===== src/rtl/faccel_param.sv =====
// Parametrised iterative factorial accelerator.
// Register window N/G/S/F with overflow flag, busy and done pulse.
module faccel_param #(
  parameter int NW = 4,
  parameter int RW = 32
) (
  input  logic          Clk,
  input  logic          Rst,
  input  logic          wel,
  input  logic [1:0]    a,
  input  logic [NW-1:0] d,
  output logic [RW-1:0] out,
  output logic          done_p
);

  typedef enum logic [1:0] {
    IDLE,
    MULT,
    DONE,
    ERR
  } state_t;

  state_t state, state_nx;

  logic [NW-1:0]    n, n_nx;
  logic [NW-1:0]    cnt, cnt_nx;
  logic             g, g_nx;
  logic [RW-1:0]    prod, prod_nx;
  logic [RW-1:0]    f, f_nx;
  logic             done, done_nx;
  logic             err, err_nx;
  logic             dp_nx;
  logic             busy;
  logic [RW+NW-1:0] wide;

  assign busy = (state == MULT);

  // full-width step product; upper NW bits flag overflow
  always_comb begin
    wide = (RW+NW)'(prod) * (RW+NW)'(cnt);
  end

  // next-state: one multiply step per cycle, writes only when not busy
  always_comb begin
    state_nx = state;
    n_nx     = n;
    cnt_nx   = cnt;
    g_nx     = g;
    prod_nx  = prod;
    f_nx     = f;
    done_nx  = done;
    err_nx   = err;
    dp_nx    = 1'b0;
    unique case (state)
      MULT: begin
        if (cnt <= NW'(1)) begin
          f_nx     = prod;
          done_nx  = 1'b1;
          dp_nx    = 1'b1;
          state_nx = DONE;
        end else if (wide[RW+NW-1:RW] != '0) begin
          f_nx     = '0;
          err_nx   = 1'b1;
          dp_nx    = 1'b1;
          state_nx = ERR;
        end else begin
          prod_nx = wide[RW-1:0];
          cnt_nx  = cnt - NW'(1);
        end
      end
      default: begin
        if (wel) begin
          case (a)
            2'd0: n_nx = d;
            2'd1: begin
              g_nx = d[0];
              if (d[0]) begin
                cnt_nx   = n;
                prod_nx  = RW'(1);
                done_nx  = 1'b0;
                err_nx   = 1'b0;
                state_nx = MULT;
              end
            end
            default: ;
          endcase
        end
      end
    endcase
  end

  // state and register file update; reset aborts any computation
  always_ff @(posedge Clk) begin
    if (Rst) begin
      state  <= IDLE;
      n      <= '0;
      cnt    <= '0;
      g      <= 1'b0;
      prod   <= '0;
      f      <= '0;
      done   <= 1'b0;
      err    <= 1'b0;
      done_p <= 1'b0;
    end else begin
      state  <= state_nx;
      n      <= n_nx;
      cnt    <= cnt_nx;
      g      <= g_nx;
      prod   <= prod_nx;
      f      <= f_nx;
      done   <= done_nx;
      err    <= err_nx;
      done_p <= dp_nx;
    end
  end

  // read mux, zero-extended
  always_comb begin
    case (a)
      2'd0:    out = RW'(n);
      2'd1:    out = RW'(g);
      2'd2:    out = RW'({busy, err, done});
      default: out = f;
    endcase
  end

endmodule


===== config.mk =====
export PLATFORM = sky130hd
export DESIGN_NAME = faccel_param
export DESIGN_NICKNAME = d
export VERILOG_FILES = /design/src/rtl/faccel_param.sv
export SDC_FILE = /design/constraint.sdc
export NUM_CORES = 1
export LEC_CHECK = 0
export ABC_AREA = 1
export BUFFER_PORTS_ARGS = -buffer_cell sky130_fd_sc_hd__buf_2
export CORE_AREA = 3 3 157 159
export DETAILED_ROUTE_END_ITERATION = 6
export DIE_AREA = 0 0 160 162
export PLACE_DENSITY = 0.52
export SETUP_SLACK_MARGIN = 0.3
export SYNTH_ARGS = -nofsm -noshare
export SYNTH_HDL_FRONTEND = slang
export SYNTH_SLANG_ARGS = --single-unit

===== constraint.sdc =====
create_clock -name Clk -period 3.8 [get_ports Clk]
set_clock_uncertainty 0.15 [all_clocks]
set_input_delay 0.76 -clock Clk [delete_from_list [all_inputs] [get_ports Clk]]
set_output_delay 0.76 -clock Clk [all_outputs]
set_load 0.005 [all_outputs]

======== Yosys cells after proc, flatten, opt, wreduce, memory -nomap -nowiden ========
Index checks and enable logic that the tools add are counted.
operators by class
  bitwise operators ....................... 1
  reductions and logical operators ........ 14
  multiplexer cells ....................... 31
  add/subtract/negate cells ............... 1
  magnitude comparators ................... 1
  multipliers ............................. 1
  equal/unequal tests ..................... 8
operators with widths
  kind                                                            count
  2-to-1 mux 32 bit                                               8
  one-hot mux 32 bit (3 select lines)                             1
  multiplier 32 x 4 -> 36 bit                                     1
  2-to-1 mux 4 bit                                                6
  2-to-1 mux 2 bit                                                6
  2-to-1 mux 1 bit                                                10
  AND reduction 5 bit                                             2
  AND reduction 4 bit                                             2
  nonzero test 2 bit                                              4
  AND reduction 3 bit                                             2
  equality test 2 x 1 -> 1 bit, second input constant             2
  less-or-equal comparator 4 x 1 -> 1 bit, second input constant  1
  != test 2 x 1 -> 1 bit, second input constant                   2
  != test 2 bit, second input constant                            2
  nonzero test 4 bit                                              1
  subtractor 4 x 1 -> 4 bit, second input constant                1
  != test 3 x 1 -> 1 bit, second input constant                   1
  equality test 2 bit, second input constant                      1
  logical NOT 2 bit                                               1
  AND reduction 2 bit                                             1
  OR reduction 2 bit                                              1
  NOT 1 bit                                                       1
word-level totals
  output and inout bits ................... 33
  input port bits ......................... 9
  word-level logic and storage cells ...... 66
  flip-flop bits (word level) ............. 78

======== Depth between registers and ports, before layout ========
Gate-level depths: netlist of run 1.
  depth in word-level cells ............... 5
  mapped depth ............................ 27
  gate-level depth less buffers ........... 24

======== Worst setup path before layout of run 1 ========
No wires, ideal clock.
  path kind ............................... reg2reg
  start ................................... register cnt[3]
  end ..................................... register prod[12]
  arrival time ............................ 3803 ps
  buffers on the path ..................... 3
  slack ................................... -268 ps
  stages on the path, launching flop included .. 23
  cells stage by stage .................... dfxtp_1 -> clkbuf_1 -> clkbuf_1 -> nand2_1 -> fa_1 -> inv_1 -> fa_1 -> fa_1 -> nand2_1 -> nand2_1 -> nand3_1 -> nand2_1 -> nand2_1 -> nand2_2 -> nand2_1 -> nand3_1 -> nand2_1 -> nand3_2 -> o21ai_4 -> buf_2 -> nand3_1 -> nand2_1 -> nor2_1
between the ends
  longest elaborated chain between the ends .. 4
  elaborated cells between the ends (all ways) .. 9
ends and longest elaborated chain
  item                                                                RTL line  source
  from (decl)                                                         26        logic [NW-1:0] cnt, cnt_nx;
  from (signal assigned)                                              107       cnt <= cnt_nx;
  multiplier 32 x 4 -> 36 bit                                         40        wide = (RW+NW)'(prod) * (RW+NW)'(cnt);
  nonzero test 4 bit or 2-to-1 mux 32 bit (tied branches)             61        end else if (wide[RW+NW-1:RW] != '0) begin
  != test 2 bit (no line) or 2-to-1 mux 32 bit (tied branches)        n/a
  AND reduction 5 bit (no line) or 2-to-1 mux 32 bit (tied branches)  n/a
  to (signal assigned)                                                109       prod <= prod_nx;
  to (decl)                                                           28        logic [RW-1:0] prod, prod_nx;
Several ways; a longest one is shown, not always the timed one. The select of a mux whose other input is x is not followed.
A chain may end at the register's enable or synchronous reset.

======== Worst setup path in the final report of run 1 ========
  start ................................... register cnt[3]
  end ..................................... register f[22]
between the ends
  longest elaborated chain between the ends .. 4
  elaborated cells between the ends (all ways) .. 6
ends and longest elaborated chain
  item                           RTL line  source
  multiplier 32 x 4 -> 36 bit    40
  nonzero test 4 bit             61
  nonzero test 2 bit (no line)   n/a
  AND reduction 2 bit (no line)  n/a
  to (signal assigned)           110       f <= f_nx;
  to (decl)                      29        logic [RW-1:0] f, f_nx;
Several ways; a longest one is shown, not always the timed one.

==> results of run 1 <==
==> metrics by stage <==
| stage | total power [W] | util, % |
|---|---|---|
| after floorplan | 0.000976 | - |
| after global placement | 0.00105 | 43.3 |
| after detailed placement | 0.00105 | 43.3 |
| after CTS | 0.00188 | 44.7 |
| after global routing | 0.00195 | 47.1 |
| final | 0.00187 | 47.1 |
==> tightest hold or removal path, cell delays in order, from the launching register on <==
cell and delay, ps:
dfxtp_1 310, nand2_1 60, a21oi_1 50
==> power breakdown <==
part / switching, W / internal [W]
Sequential: 0.0000202 / 0.000835
Combinational: 0.000114 / 0.0000798
Clock: 0.000369 / 0.000452
==> registers in the layout, summed over array words and instances, names as in the netlist <==
name,count
cnt,4
g,1
err,1
done,1
prod,32
done_p,1
state,2
f,32
n,4
==> cells by family after synthesis <==
family | share of synthesized area [%]
adder cells (fa/ha/maj) | 21.2
AO/OA/AOI/OAI | 9.86
buffers and inverters | 17.1
XOR/XNOR | 0.215
flip-flops | 19.1
AND/OR/NAND/NOR | 32.5
==> final cells by class <==
| cell class | instances | area share [%] |
|---|---|---|
| inverters | 313 | 10.7 |
| well taps | 319 | 3.62 |
| clock buffers | 9 | 2.04 |
| flip-flops and latches | 78 | 14.2 |
| multi-input cells | 901 | 53.4 |
| clock inverters | 7 | 0.533 |
| repair buffers | 199 | 15.4 |
==> cell usage in the layout, fill, tap and decap left out, types with 3 or more instances in the layout <==
cell,netlist,routed
nor2_4,0,3
nor3_2,0,3
clkbuf_16,0,17
nand3b_1,3,3
nand4_1,4,4
buf_12,0,11
nor2_1,102,90
and3_1,3,3
inv_1,313,279
inv_2,0,33
or2_2,15,15
clkinv_4,0,3
nand3_2,2,4
fa_1,60,58
dfxtp_1,78,76
o21bai_1,5,5
ha_1,42,14
ha_4,0,28
nand3_1,74,72
nand2_1,422,379
a21oi_2,0,20
a21oi_1,114,94
buf_6,3,5
nor2_2,3,12
buf_2,4,41
o21ai_0,20,18
o211ai_1,3,3
buf_4,2,132
nand2_4,1,12
nand2_2,8,39
==> worst max-delay path by stage <==
stage                       from       end  slack, ps  cells past startpoint
after floorplan           cnt[3]  prod[12]         80                     24
after global routing      cnt[3]     f[22]       -510                     23
after detailed placement  cnt[3]  prod[29]       -310                     21
final                     cnt[3]     f[22]       -270                     23
after CTS                 cnt[3]      f[0]       -220                     27
after global placement    cnt[3]  prod[27]       -290                     20
==> repair_timing <==
action                                  CTS  global route
resized for setup                        19            94
cloned                                    0             8
pin swaps                                 1            52
setup buffers                             0            11
endpoints found under the setup margin   71            71
==> metal layers <==
metal | part of all wire [%] | vias to the layer above
met2 | 43 | 152
li1 | - | 4320
met3 | 3.4 | 9
met1 | 53 | 3766
met4 | 0.61 | 0
met5 | 0 | -
==> metrics.md, run 1 <==
| Metric | Value |
|---|---|
| Fillers | roughly 2.5k |
| Worst-Skew Late Latency | about 340 ps |
| Critical-path maximum fanout | 10 |
| Hold wc startpoint | f[25] |
| # diodes | 0 |
| Post-route setup slack | -268 ps |
| Placed inst area | 10100 µm² |
| Mapped Cells | approximately 1.3k |
| Critical path type | reg2reg |
| Busiest grt layer | met1 |
| Clock sinks | 78 |
| Path depth of the worst reg2reg path | 23 |
| Wire per inst | 13.9 µm |
| Vias in the first global route | 7876 |
| Inst Count DP | roughly 1.8k |
| Max Transition Viols Final | 0 |
| Slowest library cell on the worst path | fa_1 |
| Drt total wl | ~25000 µm |
| I/O pin cnt | 42 |
| Root Buffer Master | clkbuf_16 |
| Clock Path Buffers | 2 |
| FF-to-FF setup slack | -270 ps |
| DR vias/cell | around 4.5 |
| Warnings from Yosys | 0 |
| Commonest cells post-synth | nand2_1, inv_1, a21oi_1, nor2_1, dfxtp_1 |
| GRT met1 Usage | 29.7% |
| CTS clk-pin slew, worst paths | ~60 ps |
| Post-Place Setup Slack | -313 ps |
| Layout area overhead | 35.1% |
| Largest cells by area after synthesis | nand2_1, dfxtp_1, fa_1 |
| CP peak stage delay | about 540 ps |
| Die width | between 150 and 200 µm |
| Core ar. | between 20000 and 25000 µm² |
| Cts hold-fix bufs | 0 |
| Peak Freq | 0.246 GHz |
| Largest net degree at the start of global routing | 46 |
| Setup crit end kind | flip-flop |
| Register area | around 1600 µm² |
| # DRC | 0 |
| Failing checks | setup timing |
| Final hold slack | 306 ps |
| Setup TNS | -14100 ps |
| Grt met2 use | around 29% |
| Hold Path End | f[25] |
| Worst min path class | reg2reg |
| Die area | between 20000 and 30000 µm² |
| Reg2reg end | f[22] |
| Leakage | around 6 nW |
| Final critical-path required period | between 4000 and 5000 ps |
| TritonCTS Buffers | 9 |
| Delay-heaviest family, CP | adder cells |
| Total number of vias | 8247 |
| Final hold vios | 0 |
| Synth top area share | between 15 and 20% |
| Die height | around 160 µm |
| Initial DRC Count | between 700 and 800 |
| CTS tree | built |
| First-pass GRT wire length | roughly 40000 µm |
| Final antenna-violating net count | 0 |
| HPWL Detailed | approximately 19000 µm |
| Post-Synthesis Net Count | 1453 |
| Placer Congestion | around 0.86 |
| Antenna violations before repair | 0 |
| Num rows | 56 |
| Htree depth | 3 |
| Mapped Area | around 8200 µm² |
| Async SR Flop Fraction | 0% |
| Fin area | about 11000 µm² |
| Mean Syn Cell Area | 6.08 µm² |
| Pwr dens | roughly 170 nW/µm² |
| Peak supply drop | 159 µV |
| Yosys cell types | 35 |
| Final period utilization | 107% |
| IO Port Bufs | approximately 40 |
| RSZ-0062 raised after global routing | true |
| Seq/Total Area, Yosys | 19.1% |
| Initial Util | 34.9% |
| First-pass iteration count of the detailed router | 5 |
| Met3 usage | ~1.8% |
| Final setup fails | 70 |
| Grt total ovfl | 0 |
| CP bufs+invs | 7 |
| Most used DFF post-synth | dfxtp_1 |
| CP startpoint kind | flip-flop |
| Max Cap Viol | 0 |
| Post-synth EDFFs | 0 |
| Final net count | 1613 |
| Status | finished with violations |
| Share of layout cells above drive strength 1 | between 20% and 30% |
| Most numerous cell in the Yosys netlist | nand2_1 |
| Crit-path cells | buf_8 > nand2_1 > inv_1 > fa_1 > inv_1 > fa_1 > inv_1 > ha_4 > nand2_1 > inv_2 > nand2_4 > nor3_4 > and2_4 > nand2_2 > nand3_1 > nand3_2 > buf_6 > nor2_4 > nand2_4 > nand2_8 > clkbuf_16 > nand2_2 > a21oi_2 |
| Area occupied by multi-input gates | slightly below 6000 µm² |
| GRT Overall Usage | about a fifth |
| Min-Delay Path Depth | 2 |
| WP data arrival | 4190 ps |
| Worst r2r src | cnt[3] |
| Worst-Margin Slew | slightly above 600 ps |
| Max-slew headroom | about three fifths |
| CP Data Required Time | a little under 4000 ps |
| Synth Register Bits | 78 |
| Post-synth top area cell | nand2_1 |
| Non-filler cells, final | around 1.8k |
| Cell repeated most along the worst path | inv_1 |
Power figures use the tool's default switching activity.
==> inputs of run 2 (changes only) <==
--- a/config.mk
+++ b/config.mk
@@ -7,10 +7,12 @@
 export LEC_CHECK = 0
 export ABC_AREA = 1
 export BUFFER_PORTS_ARGS = -buffer_cell sky130_fd_sc_hd__buf_2
-export CORE_AREA = 3 3 157 159
+export CELL_PAD_IN_SITES_DETAIL_PLACEMENT = 1
+export CELL_PAD_IN_SITES_GLOBAL_PLACEMENT = 2
+export CORE_AREA = 3 3 167 169
 export DETAILED_ROUTE_END_ITERATION = 6
-export DIE_AREA = 0 0 160 162
-export PLACE_DENSITY = 0.52
+export DIE_AREA = 0 0 170 172
+export PLACE_DENSITY = 0.77
 export SETUP_SLACK_MARGIN = 0.3
 export SYNTH_ARGS = -nofsm -noshare
 export SYNTH_HDL_FRONTEND = slang
==> run 2 against run 1 <==
Against the previous run: count of clock-buffer cells in the layout is 1 higher; critical path depth stayed put; worst setup slack worse by 170 ps; the run still ends with setup timing left.
==> metrics.md, run 2 (synthesis results as in run 1) <==
| Metric | Value |
|---|---|
| Htree depth | 3 |
| Die height | roughly 170 µm |
| Top Registers | f: 32 flops, prod: 32 flops |
| Status | finished with violations |
| Die width | around 170 µm |
| Setup TNS | -23470 ps |
| Reg2reg end | f[11] |
| Wire per inst | 16.5 µm |
| Cts hold-fix bufs | 0 |
| Placer Congestion | 0.904 |
| Antenna violations before repair | 0 |
| Max-slew headroom | between 30% and 40% |
| Commonest non-fill, non-tap cells in the layout | nand2_1, inv_1, buf_4 |
| Peak supply drop | ~170 µV |
| Drt total wl | roughly 31000 µm |
| Pwr dens | between 150 and 200 nW/µm² |
| First-pass iteration count of the detailed router | 7 |
| FF-to-FF setup slack | -440 ps |
| RSZ-0062 raised after global routing | true |
| Util after Layout | approximately 45% |
| CP Data Required Time | 3920 ps |
| HPWL Detailed | ~22000 µm |
| Non-filler cells, final | approximately 1.9k |
| WP data arrival | ~4400 ps |
| Setup crit end kind | flip-flop |
| Final antenna-violating net count | 0 |
| CP startpoint kind | flip-flop |
| Path depth of the worst reg2reg path | 23 |
| CP endpoint | f[11] |
| Clock sinks | 78 |
| Worst min path class | reg2reg |
| Max Transition Viols Final | 0 |
| Final critical-path required period | about 4200 ps |
| CTS clk-pin slew, worst paths | 70 ps |
| Post-route setup slack | -436 ps |
| Critical-path maximum fanout | 6 |
| Initial Util | 30.5% |
| Worst-Margin Slew | a little over 900 ps |
| Peak Freq | 0.236 GHz |
| Leakage | approximately 6.3 nW |
| Failing checks | setup timing |
| Final setup fails | just over 70 |
| Post-route total power | approximately 0.0020 W |
| Core ar. | about 27000 µm² |
| Most common cell after layout, fill and taps aside | nand2_1 |
| Worst-Skew Late Latency | roughly 350 ps |
| First-pass GRT wire length | approximately 50000 µm |
| DR vias/cell | around 4.7 |
| I/O pin cnt | 42 |
| TritonCTS Buffers | 9 |
| IO Port Bufs | between 40 and 50 |
| Final hold vios | 0 |
| # diodes | 0 |
| Num rows | 60 |
| Max Cap Viol | 0 |
| Final net count | ~1.7k |
| Share of layout cells above drive strength 1 | between 30 and 40% |
| # DRC | 0 |
| Critical path type | reg2reg |
| Die area | between 20000 and 30000 µm² |
| Root Buffer Master | clkbuf_16 |
| Initial DRC Count | 496 |
| GRT Overall Usage | between 20% and 30% |
| Vias in the first global route | roughly 9k |
| Fin area | 11900 µm² |
| Total number of vias | slightly below 9k |
| Inst Count DP | between 1.5k and 2k |
| Grt total ovfl | 0 |
| Layout area overhead | 46.4% |
| CTS tree | built |
| Fillers | between 3k and 4k |
| Placed inst area | 10200 µm² |
| Clock Path Buffers | 2 |
| Critical Path Source | cnt[3] |
| Worst r2r src | cnt[3] |
| Final period utilization | 111% |
| Largest net degree at the start of global routing | 46 |
==> run 2: power by group <==
part	switching, W	internal [W]	total, W
Clock	0.000399	0.000515	0.000914
Combinational	0.000131	0.0000936	0.000224
Sequential	0.0000244	0.000834	0.000858
Total	0.000554	0.00144	0.00200
==> run 2: final cells by class <==
class | instances | area (µm²) | area share [%]
tap | 341 | 427 | 3.57
inverter | 313 | 1170 | 9.83
sequential | 78 | 1570 | 13.2
multi-input combinational | 901 | 6350 | 53.1
clock inverter | 6 | 70.1 | 0.587
clock buffer | 10 | 229 | 1.92
timing repair buffer | 241 | 2130 | 17.8
==> run 2: repair_timing <==
item,CTS,global route
setup buffers,18,12
cloned,8,5
pin swaps,62,77
endpoints found under the setup margin,71,71
gates resized for setup,135,123
==> run 2: stage by stage <==
step	worst slack [ps]	hold slack, ps
6_report	-436	308
4_1_cts	-370	311
3_3_place_gp	-409	289
3_5_place_dp	-492	301
2_1_floorplan	82.8	277
5_1_grt	-656	327
==> run 2: worst min path at each step <==
stage	startpoint	to	slack, ps	cells past startpoint
2_1_floorplan	err	err	280	2
3_3_place_gp	err	err	290	2
3_5_place_dp	err	err	300	2
4_1_cts	err	err	310	2
5_1_grt	err	err	330	2
6_report	err	err	310	2
==> run 2: per-layer routing <==
metal	GRT usage, %	part of all wire [%]	vias to the layer above
met5	0	0	-
met4	3.77	1.0	0
met3	1.30	2.0	22
met2	35.2	47	106
met1	30.1	50	4265
li1	-	-	4403
==> run 2: worst max-delay path, cell delays in order (launching register included) <==
cell       delay, ps
dfxtp_4          460
clkbuf_16        190
nand2_1           80
fa_1             550
inv_1             60
fa_1             500
fa_2             380
nand2_1           80
nand2_1          130
nand3_1          120
nand2_1           70
nand2_1           70
nand2_2           70
nand2_2           80
nand3_1           80
nand2_2           90
nand3_4          100
buf_4            160
nor2_4           130
nand2_4           80
nand2_8          160
clkbuf_16        170
nand2_1           50
a21oi_1          160
==> inputs of run 3 (changes only) <==
--- a/config.mk
+++ b/config.mk
@@ -12,7 +12,7 @@
 export CORE_AREA = 3 3 167 169
 export DETAILED_ROUTE_END_ITERATION = 6
 export DIE_AREA = 0 0 170 172
-export PLACE_DENSITY = 0.77
+export PLACE_DENSITY_LB_ADDON = 0.1
 export SETUP_SLACK_MARGIN = 0.3
 export SYNTH_ARGS = -nofsm -noshare
 export SYNTH_HDL_FRONTEND = slang
==> run 3 against run 2 <==
Against the previous run: the flow still finishes with violations (setup timing); sequential share of layout area hardly changed; non-clock buffer count down 14; cell area rose by 0.27%; maximum frequency grew 2.9%; critical path depth did not move; final cell count decreased by 0.74%; register-to-register slack improved by 120 ps; hold slack worse by 1.5 ps; utilization is 0.12 points higher; worst setup slack better by 120 ps; count of clock-buffer cells in the layout unchanged; via count down 0.82%; critical endpoint is now f[16]; largest power group unchanged; highest routed layer unchanged.
==> metrics.md, run 3 (synthesis results as in run 1) <==
| Metric | Value |
|---|---|
| Status | finished with violations |
| Die height | around 170 µm |
| HPWL Detailed | between 20000 and 25000 µm |
| Htree depth | 3 |
| Worst r2r src | cnt[3] |
| I/O pin cnt | 42 |
| TritonCTS Buffers | 9 |
| Die area | 29200 µm² |
| First-pass GRT wire length | a little under 50000 µm |
| Max Cap Viol | 0 |
| Final hold vios | 0 |
| CTS tree | built |
| RSZ-0062 raised after global routing | true |
| CP Data Required Time | roughly 3900 ps |
| CP startpoint kind | flip-flop |
| Worst-Margin Slew | around 740 ps |
| Clock Path Buffers | 2 |
| Cts hold-fix bufs | 0 |
| Num rows | 60 |
| Grt total ovfl | 0 |
| CTS clk-pin slew, worst paths | about 70 ps |
| # DRC | 0 |
| Placer Congestion | between 0.8 and 0.9 |
| Final hold slack | around 310 ps |
| Top Registers | f: 32 flops, prod: 32 flops |
| Metal1 wirelength | roughly 17000 µm |
| # diodes | 0 |
| Wire per inst | between 15 and 20 µm |
| Final setup fails | 70 |
| Drt total wl | roughly 32000 µm |
| Critical path type | reg2reg |
| Share of layout cells above drive strength 1 | between 30% and 40% |
| Inst Count DP | between 1.5k and 2k |
| Critical Path Source | cnt[3] |
| Sw frac | between 20% and 30% |
| IO Port Bufs | ~40 |
| Initial DRC Count | between 300 and 400 |
| Final critical-path required period | just over 4000 ps |
| Setup TNS | -18770 ps |
| Peak supply drop | 162 µV |
| Layout area overhead | 46.8% |
| Crit-path cells | buf_16 > nand2_1 > inv_1 > fa_1 > inv_1 > fa_1 > inv_2 > ha_4 > nand2_4 > nor2_1 > inv_1 > nor3_2 > and2_4 > nand2_4 > nand3_2 > nand3_2 > buf_6 > nor2_4 > nand2_4 > nand2_8 > clkbuf_16 > nand2_1 > a21oi_1 |
| Initial Util | between 30 and 40% |
| Max-slew headroom | approximately half |
| Hold wc startpoint | f[27] |
| Core ar. | between 20000 and 30000 µm² |
| Psw | roughly 0.00055 W |
| WP data arrival | around 4200 ps |
| Clock sinks | 78 |
| Failing checks | setup timing |
| Slowest library cell on the worst path | fa_1 |
| Post-Place Setup Slack | -427 ps |
| Top Layer Used | met4 |
| Reg power frac | between 40% and 50% |
| Worst-Skew Late Latency | around 350 ps |
| Antenna violations before repair | 0 |
| Metal3 WL | 753 µm |
| Die width | roughly 170 µm |
| Placed inst area | 10200 µm² |
| Commonest non-fill, non-tap cells in the layout | nand2_1, inv_1, buf_4 |
| DR WL met2 | approximately 14000 µm |
| Final period utilization | 108% |
| Non-filler cells, final | 1876 |
| Pwr dens | 166 nW/µm² |
| Int Power | between 0.001 and 0.0015 W |
| Critical-path maximum fanout | 6 |
| Total number of vias | 8724 |
| GRT Overall Usage | between 20% and 30% |
| Post-route setup slack | -318 ps |
| Max Transition Viols Final | 0 |
| Final antenna-violating net count | 0 |
| Setup crit end kind | flip-flop |
| DR vias/cell | approximately 4.7 |
| Logic pwr share | about 11% |
| CP peak stage delay | between 500 and 600 ps |
| Clk pwr share | between 40% and 50% |
| Leakage | ~6.3 nW |
| Root Buffer Master | clkbuf_16 |
| Fin area | roughly 12000 µm² |
| First-pass iteration count of the detailed router | 4 |
| Worst min path class | reg2reg |
| Largest net degree at the start of global routing | 46 |
| Most common cell after layout, fill and taps aside | nand2_1 |
| Vias in the first global route | between 8k and 9k |
| Peak Freq | 0.243 GHz |
| Final net count | 1641 |
run 3: layer usage:
layer	vias to the layer above	GRT usage, %
met5	-	0
met2	89	32.7
li1	4378	-
met3	17	1.85
met1	4240	32.8
met4	0	3.74
run 3: power by group through the flow:
stage	Combinational, W	Sequential, W	Clock (W)
after CTS	0.000199	0.000856	0.000930
after floorplan	0.000106	0.000870	0
after global placement	0.000191	0.000874	0
after global routing	0.000248	0.000859	0.000963
after detailed placement	0.000192	0.000874	0
final	0.000226	0.000857	0.000909
run 3: final timing paths:
| kind | cells after the start | slack, ps | end |
|---|---|---|---|
| worst min-delay path | 2 | 310 | f[27] |
| worst min register to register | 2 | 310 | f[27] |
| worst max-delay path | 23 | -320 | f[16] |
| worst max register to register | 23 | -320 | f[16] |
run 3: final cells by class:
class	instances	area (µm²)
Fill cell	3401	14700
Multi-Input combinational cell	901	6480
Timing Repair Buffer	227	2030
Sequential cell	78	1570
Inverter	313	1180
Tap cell	341	427
Clock buffer	10	229
Clock inverter	6	70.1
run 3: worst max-delay path, delay by kind of cell (launching register included):
family                     cells  cell delay (ps)
DFF                            1              400
adders and majority gates      3             1430
buffers and inverters          7              730
and+or+nand+nor               12             1210
AOI/OAI and AO/OA              1              120
run 3: timing repair:
item                                   4_1_cts  5_1_grt
endpoints found under the hold margin        0        0
setup endpoints to repair                   71       71
pin swaps                                   29      105
gates resized for setup                     68      219
gates cloned                                 3       11
setup buffers                                8       17
run 3: per-stage QoR:
| step | util, % | total power [W] |
|---|---|---|
| 2_1_floorplan | - | 0.000976 |
| 3_3_place_gp | 38.2 | 0.00107 |
| 3_5_place_dp | 38.2 | 0.00107 |
| 4_1_cts | 40.6 | 0.00198 |
| 5_1_grt | 44.8 | 0.00207 |
| 6_report | 44.8 | 0.00199 |
